$ cat src/rtl/simd_mem_arbiter.sv
// simd_mem_arbiter
// Round-robin burst arbiter that shares the single-port operand RAM between
// the host operand loader (0, write), the core read engine (1, read) and the
// result writeback (2, write). A winner owns the RAM for 1..16 consecutive
// beats. A one-cycle IDLE gap always separates two bursts.
module simd_mem_arbiter #(
    parameter int ADDR_W = 6,
    parameter int DATA_W = 64,
    parameter int LEN_W  = 4
) (
    input  logic              clk,
    input  logic              reset,
    input  logic [2:0]        req,
    input  logic [ADDR_W-1:0] addr0,
    input  logic [ADDR_W-1:0] addr1,
    input  logic [ADDR_W-1:0] addr2,
    input  logic [LEN_W-1:0]  len0,
    input  logic [LEN_W-1:0]  len1,
    input  logic [LEN_W-1:0]  len2,
    input  logic [DATA_W-1:0] wdata0,
    input  logic [DATA_W-1:0] wdata2,
    output logic [2:0]        gnt,
    output logic [2:0]        beat_ack,
    output logic [2:0]        done,
    output logic [DATA_W-1:0] rdata1,
    output logic              rvalid1,
    output logic              busy,
    output logic [ADDR_W-1:0] mem_addr,
    output logic              mem_we,
    output logic [DATA_W-1:0] mem_wdata,
    input  logic [DATA_W-1:0] mem_rdata
);

    typedef enum logic {
        IDLE  = 1'b0,
        BURST = 1'b1
    } state_t;

    state_t            state, state_n;
    logic [1:0]        ptr, ptr_n;
    logic [1:0]        winner, winner_n;
    logic [ADDR_W-1:0] base, base_n;
    logic [LEN_W-1:0]  last, last_n;
    logic [LEN_W-1:0]  cnt, cnt_n;
    logic              rvalid1_q;

    logic [1:0]        cand1, cand2, pick;
    logic              pick_valid;
    logic [2:0]        win_oh;
    logic              last_beat;

    // Request bit lookup by requester index; index 3 never requests.
    function automatic logic has_req(input logic [2:0] r, input logic [1:0] i);
        case (i)
            2'd0:    has_req = r[0];
            2'd1:    has_req = r[1];
            2'd2:    has_req = r[2];
            default: has_req = 1'b0;
        endcase
    endfunction

    // Round-robin search order ptr, ptr+1, ptr+2 (mod 3) and winner pick.
    always_comb begin
        cand1      = (ptr == 2'd2) ? 2'd0 : ptr + 2'd1;
        cand2      = (ptr == 2'd0) ? 2'd2 : ptr - 2'd1;
        pick       = 2'd0;
        pick_valid = 1'b0;
        if (has_req(req, ptr)) begin
            pick       = ptr;
            pick_valid = 1'b1;
        end else if (has_req(req, cand1)) begin
            pick       = cand1;
            pick_valid = 1'b1;
        end else if (has_req(req, cand2)) begin
            pick       = cand2;
            pick_valid = 1'b1;
        end
    end

    assign last_beat = (cnt == last);

    // Next-state logic: latch the winner's burst in IDLE, count beats in BURST.
    always_comb begin
        state_n  = state;
        ptr_n    = ptr;
        winner_n = winner;
        base_n   = base;
        last_n   = last;
        cnt_n    = cnt;
        case (state)
            IDLE: begin
                if (pick_valid) begin
                    winner_n = pick;
                    cnt_n    = '0;
                    state_n  = BURST;
                    case (pick)
                        2'd0: begin
                            base_n = addr0;
                            last_n = len0;
                        end
                        2'd1: begin
                            base_n = addr1;
                            last_n = len1;
                        end
                        default: begin
                            base_n = addr2;
                            last_n = len2;
                        end
                    endcase
                end
            end
            BURST: begin
                if (last_beat) begin
                    state_n = IDLE;
                    ptr_n   = (winner == 2'd2) ? 2'd0 : winner + 2'd1;
                end else begin
                    cnt_n = cnt + 1'b1;
                end
            end
            default: state_n = IDLE;
        endcase
    end

    // State, burst bookkeeping and the one-cycle read-valid delay.
    always_ff @(posedge clk or negedge reset) begin
        if (!reset) begin
            state     <= IDLE;
            ptr       <= 2'd0;
            winner    <= 2'd0;
            base      <= '0;
            last      <= '0;
            cnt       <= '0;
            rvalid1_q <= 1'b0;
        end else begin
            state     <= state_n;
            ptr       <= ptr_n;
            winner    <= winner_n;
            base      <= base_n;
            last      <= last_n;
            cnt       <= cnt_n;
            rvalid1_q <= beat_ack[1];
        end
    end

    // RAM-side and handshake outputs decoded from the registered burst state.
    always_comb begin
        win_oh    = 3'b000;
        mem_addr  = '0;
        mem_we    = 1'b0;
        mem_wdata = '0;
        if (state == BURST) begin
            win_oh   = 3'(3'b001 << winner);
            mem_addr = base + ADDR_W'(cnt);
            mem_we   = (winner != 2'd1);
            if (winner == 2'd0) begin
                mem_wdata = wdata0;
            end else if (winner == 2'd2) begin
                mem_wdata = wdata2;
            end
        end
    end

    assign busy     = (state == BURST);
    assign gnt      = win_oh;
    assign beat_ack = win_oh;
    assign done     = last_beat ? win_oh : 3'b000;
    assign rvalid1  = rvalid1_q;
    assign rdata1   = mem_rdata;

endmodule

$ cat config.mk
export PLATFORM = sky130hd
export DESIGN_NAME = simd_mem_arbiter
export DESIGN_NICKNAME = d
export VERILOG_FILES = /design/src/rtl/simd_mem_arbiter.sv
export SDC_FILE = /design/constraint.sdc
export NUM_CORES = 1
export LEC_CHECK = 0
export BUFFER_PORTS_ARGS = -buffer_cell sky130_fd_sc_hd__buf_4
export CAP_MARGIN = 20
export CELL_PAD_IN_SITES_DETAIL_PLACEMENT = 1
export CELL_PAD_IN_SITES_GLOBAL_PLACEMENT = 1
export CORE_AREA = 2 2 144 146
export DETAILED_ROUTE_END_ITERATION = 8
export DIE_AREA = 0 0 146 148
export GPL_ROUTABILITY_DRIVEN = 0
export GPL_TIMING_DRIVEN = 0
export PLACE_DENSITY = 0.74
export SLEW_MARGIN = 10
export SYNTH_ARGS = -nofsm -noshare
export SYNTH_HDL_FRONTEND = slang
export SYNTH_SLANG_ARGS = --single-unit
$ cat constraint.sdc
create_clock -name clk -period 4.82 [get_ports clk]
set_input_delay 0.964 -clock clk [delete_from_list [all_inputs] [get_ports clk]]
set_output_delay 0.964 -clock clk [all_outputs]
set_load 0.005 [all_outputs]
=== Word level (Yosys, flattened, before mapping) ===
Cells that the tools add are included.

* Register bits after elaboration: 20
* Bits in latches: 0
* Memory bits (writable): 0
* Memory bits (read-only): 0
* Input bits: 227
* Output and inout bits: 146
* Word-level logic and storage cells: 64
* Memories: 0

* Add/sub/neg operators: 5
* Multipliers: 0
* Div/mod/pow operators: 0
* Order comparisons: 0
* Eq/ne operators: 12
* Shifts and indexed selects: 1
* Muxes and demuxes: 30
* Bitwise operators: 1
* Reductions and logical operators: 8

{| class="wikitable"
|+ Operators by type and width
! kind !! count
|-
| two-way mux 64 bit || 3
|-
| case mux 4 bit (2 select lines) || 2
|-
| two-way mux 2 bit || 6
|-
| case mux 6 bit (2 select lines) || 1
|-
| zero test 2 bit || 5
|-
| two-way mux 1 bit || 9
|-
| case mux 1 bit (3 select lines) || 3
|-
| equality test 2 x 1 -> 1 bit, second input constant || 4
|-
| equality test 2 bit, second input constant || 4
|-
| two-way mux 4 bit || 2
|-
| adder 6 x 4 -> 6 bit || 1
|-
| two-way mux 3 bit || 2
|-
| two-way mux 6 bit || 1
|-
| AND reduction 2 bit || 3
|-
| adder 2 x 1 -> 2 bit, second input constant || 2
|-
| adder 4 x 1 -> 4 bit, second input constant || 1
|-
| equality test 4 bit || 1
|-
| != test 2 bit, second input constant || 2
|-
| << shifter 1 x 2 -> 3 bit, first input constant || 1
|-
| != test 2 x 1 -> 1 bit, second input constant || 1
|-
| case mux 1 bit (2 select lines) || 1
|-
| subtractor 2 x 1 -> 2 bit, second input constant || 1
|-
| NOT 1 bit || 1
|}

=== Longest topological paths before layout ===
* Word-level depth: 12
* Gate-level depth with buffers: 11
* Mapped depth without buffers: 7

=== Worst setup path before layout ===
Ideal clock, no wire load.

* Path kind: flip-flop to flip-flop
* From: reg ptr[0]
* To: reg base[0]
* Setup time: 0.136 ns
* Arrival: 2.417 ns
* Data required time: 4.684 ns
* Setup slack: 2.267 ns
* Cell stages (with the launch flop): 10
* Path buffers: 2
* Period minus slack after synthesis: 2.553 ns
* Path through: dfrtp_1 > clkbuf_1 > inv_1 > ha_1 > a222oi_1 > buf_2 > nor4b_1 > a311o_1 > a311oi_1 > a222oi_1

* Cells in the longest elaborated chain, start to end: 11
* Elaborated cells on any way between the ends: 29
* Classes of those cells: 2 x add/sub; 7 x eq/ne; 15 x mux; 5 x reduce/logical

{| class="wikitable"
|+ Ends and longest elaborated chain
! item !! RTL line !! RTL
|-
| from (decl) || 40 || <nowiki>logic [1:0] ptr, ptr_n;</nowiki>
|-
| from (signal assigned) || 136 || <nowiki>ptr <= ptr_n;</nowiki>
|-
| subtractor 2 x 1 -> 2 bit or zero test 2 bit (tied branches) || 65, 54 ||
|-
| two-way mux 2 bit || 65 || <nowiki>cand2 = (ptr == 2'd0) ? 2'd2 : ptr - 2'd1;</nowiki>
|-
| equality test 2 bit, or another cell as far along || 54 || <nowiki>case (i)</nowiki>
|-
| case mux 1 bit (3 select lines) || 54 ||
|-
| two-way mux 1 bit || 71 || <nowiki>end else if (has_req(req, cand1)) begin</nowiki>
|-
| two-way mux 1 bit || 68 || <nowiki>if (has_req(req, ptr)) begin</nowiki>
|-
| two-way mux 2 bit || 74 || <nowiki>end else if (has_req(req, cand2)) begin</nowiki>
|-
| two-way mux 2 bit || 71 ||
|-
| two-way mux 2 bit || 68 ||
|-
| equality test 2 x 1 -> 1 bit or zero test 2 bit (tied branches) || 96 || <nowiki>case (pick)</nowiki>
|-
| case mux 6 bit (2 select lines) || 96 ||
|-
| to (signal assigned) || 138 || <nowiki>base <= base_n;</nowiki>
|-
| to (decl) || 42 || <nowiki>logic [ADDR_W-1:0] base, base_n;</nowiki>
|}

Parallel ways exist; a longest one is shown, timed or not. The select of a mux whose other input is x is not followed.
A chain may end at the register's enable or synchronous reset.

=== Worst setup path in the final report ===
* From: reg state (netlist: busy)
* To: out mem_wdata[40]

* Cells in the longest elaborated chain, start to end: 1

{| class="wikitable"
|+ Ends and longest elaborated chain
! item !! RTL line !! RTL
|-
| from (decl) || 39 || <nowiki>state_t state, state_n;</nowiki>
|-
| from (signal assigned) || 135 || <nowiki>state <= state_n;</nowiki>
|-
| two-way mux 64 bit || 151 || <nowiki>if (state == BURST) begin</nowiki>
|-
| to (decl) || 30 || <nowiki>output logic [DATA_W-1:0] mem_wdata,</nowiki>
|}

Every way passes these cells.

==> run_results.csv <==
group,metric,value,unit
sta,setup_viol,0,
pwr,pwr_density_cell,530,nW/um2
route,drt_iter0_drc,209,
grt,grt_start_max_net_pins,21,
pwr,p_int,1.63,mW
yosys,ys_types,44,
status,status,"complete, no violations",
floorplan,start_util,15.2,%
yosys,synth_nets,606,
route,drc_errors,0,
clocking,clockBufferDepth,2,
yosys,synthCells,366,
pwr,p_comb_share,83.1,%
clocking,clk_pin_slew,0.06,ns
min_path,min_from,"last[3]",
min_path,hp-class,"reg -> reg",
sta,min_period,3.74,ns
floorplan,die_area,21600,um2
route,drt-total-wl,21.8,mm
sta,rsz0062_at_grt,"no",
route,vias,4195,
pwr,p_clk_share,5.6,%
grt,grt_pass1_vias,4292,
worst_setup_path,r2r_start,"ptr[0]",
placed_design,portBuffers,308,
worst_setup_path,crit_fanout,10,
sta,fin_crit_sh,77.6,%
worst_setup_path,worstPathArrival,2.77,ns
sta,fmax,268,MHz
pwr,p_leak,3.01,nW
grt,antenna_found_initial,18,
worst_setup_path,cp-end-kind,"output port",
yosys,ys.flop_type,"dfrtp_1",
sta,slew_headroom,24.5,%
yosys,avgSynthCellArea,8.33,um2
worst_setup_path,critical_path_class,"reg -> out",
layout,final_common_cell,"buf_4",
flow_run,drv_cap,0,
placed_design,dpl.hpwl,19.1,mm
floorplan,core_area,20000,um2
yosys,ys_seq_area_share,16.4,%
layout,drive_gt1_share,59.1,%
route,first_pass_iters,6,
yosys,syn_area,3050,um2
grt,grt_overflow,0,
pwr,peakVddDrop,0.000289,V
sta,tightest_slew,1.13,ns
pwr,p_sw_share,46.9,%
clocking,post_cts_buffers,0,
sta,hold-worst-slack,0.568,ns
route,via_per_inst,4.39,
min_path,hold-path-cell-count,2,
route,ant_nets,0,
sta,finClkSkew,0.00407,ns
clocking,clock_latency,0.25,ns
sta,hold_viol,0,
worst_setup_path,worst_setup_path_start_kind,"flop",
sta,finalMaxSlewViolations,0,
clocking,cts.hold.buffers_added,0,
pwr,seq_power_share,11.3,%
clocking,numCtsBuffers,3,
floorplan,io_pins,373,
layout,syn_to_final_growth,90.0,%
worst_setup_path,rr_endpoint,"base[2]",
floorplan,die_x,146,um
clocking,cts_tree,"done",
yosys,yosys_warnings,0,
layout,nets,919,
clocking,clockRootBuffer,"clkbuf_16",
worst_setup_path,worst-r2r-setup-slack,1.43,ns
floorplan,num_rows,52,
grt,grt_usage,18.7,%
sta,fin_setup_tns,0,ns
pwr,p_switching,1.44,mW
clocking,post_cts_resize_count,0,
yosys,ys_ff_latch,20,
layout,final_cell_mix,"378 x buf_4, 64 x a22o_1, 24 x inv_1, 20 x dfrtp_1, 17 x nand2_1",
min_path,holdPathEnd,"last[3]",
clocking,h-tree-depth,1,
worst_setup_path,reg2reg_depth,9,
grt,grt_pass1_wl,29.7,mm
clocking,cts_num_sinks,20,
worst_setup_path,cp.required,3.86,ns
floorplan,die_y,148,um
worst_setup_path,critical_path.startpoint,"busy",
yosys,synth_edf_count,0,
route,post_drt_wl_per_cell,22.8,um
yosys,async_reset_ff_share,100,%
==> power groups by stage <==
stage	Clock [mW]	Combinational [mW]	Sequential (mW)
global placement	0	2.55	0.349
floorplan	0	1.36	0.320
CTS	0.173	2.59	0.350
finish	0.172	2.55	0.348
detailed placement	0	2.58	0.353
global route	0.180	2.80	0.363
==> cell type report <==
cell class	count	area [um2]
diodes	8	20.0
plain buffers	100	668
clock buffers	3	75.1
fillers	2503	14200
inverters	24	90.1
multi-input cells	222	1790
flip-flops and latches	20	500
well taps	270	338
repair buffers	308	2310
==> worst max path at each step <==
stage	slack, ns	cells after the start	to
after floorplan	2.27	9	base[0]
after global placement	1.33	6	mem_wdata[40]
after detailed placement	1.26	6	mem_wdata[40]
after CTS	0.98	6	mem_wdata[40]
after global routing	0.85	6	mem_wdata[40]
final	1.08	6	mem_wdata[40]
==> Yosys cell counts (7+ instances only) <==
cell type  instances  share of area, %
nor3_1            12               2.0
buf_4             70                17
o2111a_1          10               3.7
nand2_1           17               2.1
dfrtp_1           20                16
nor4b_1           11               3.2
a22o_1            64                18
inv_1             24               3.0
buf_2             12               2.0
nor2_1             7              0.86
ha_1              12               4.9
a311o_1           10               3.3
a222oi_1          11               3.6
xnor2_1            7               2.0
a311oi_1          11               3.2
clkbuf_1          16               2.0
==> critical path, stage by stage, from the launching register on <==
cell and delay [ns]:
dfrtp_1 0.47, inv_1 0.15, nor3_1 0.27, clkbuf_1 0.47, clkbuf_1 0.59, a22o_1 0.39, buf_4 0.16
==> stage by stage <==
stage	total power [mW]	instances	worst slack (ns)	utilization, %	cell area, um2
finish	3.07	955	1.08	28.9	5800
global route	3.34	947	0.845	28.8	5780
CTS	3.12	947	0.982	28.8	5780
detailed placement	2.94	944	1.26	28.4	5700
global placement	2.90	944	1.33	28.4	5700
floorplan	1.68	366	2.27	-	3050
==> state kept, by name, summed over array words and instances, names as in the netlist <==
signal / flops
last: 4
cnt: 4
busy: 1
rvalid1: 1
base: 6
ptr: 2
winner: 2
==> kinds of logic (layout without fill, tap and decap cells) <==
group                    count (synthesis)  count (layout)  synth area share [%]
AND/OR/NAND/NOR                         73              73                  13.8
AO/OA/AOI/OAI                          128             128                  37.1
buffers and inverters                  124             435                  24.9
adder cells (fa/ha/maj)                 13              13                  5.58
flip-flops                              20              20                  16.4
XOR/XNOR                                 8               8                  2.30
other                                    0               8                     0
==> metal layers <==
layer  global-route usage (%)  up-vias  part of all wire, %
li1                         -     1974                    -
met1                     23.5     1950                   41
met2                     28.0      226                   43
met3                     12.3       27                   15
met4                     1.36       18                 0.57
met5                        0        -                 0.53
(Power assumes the default switching activity.)
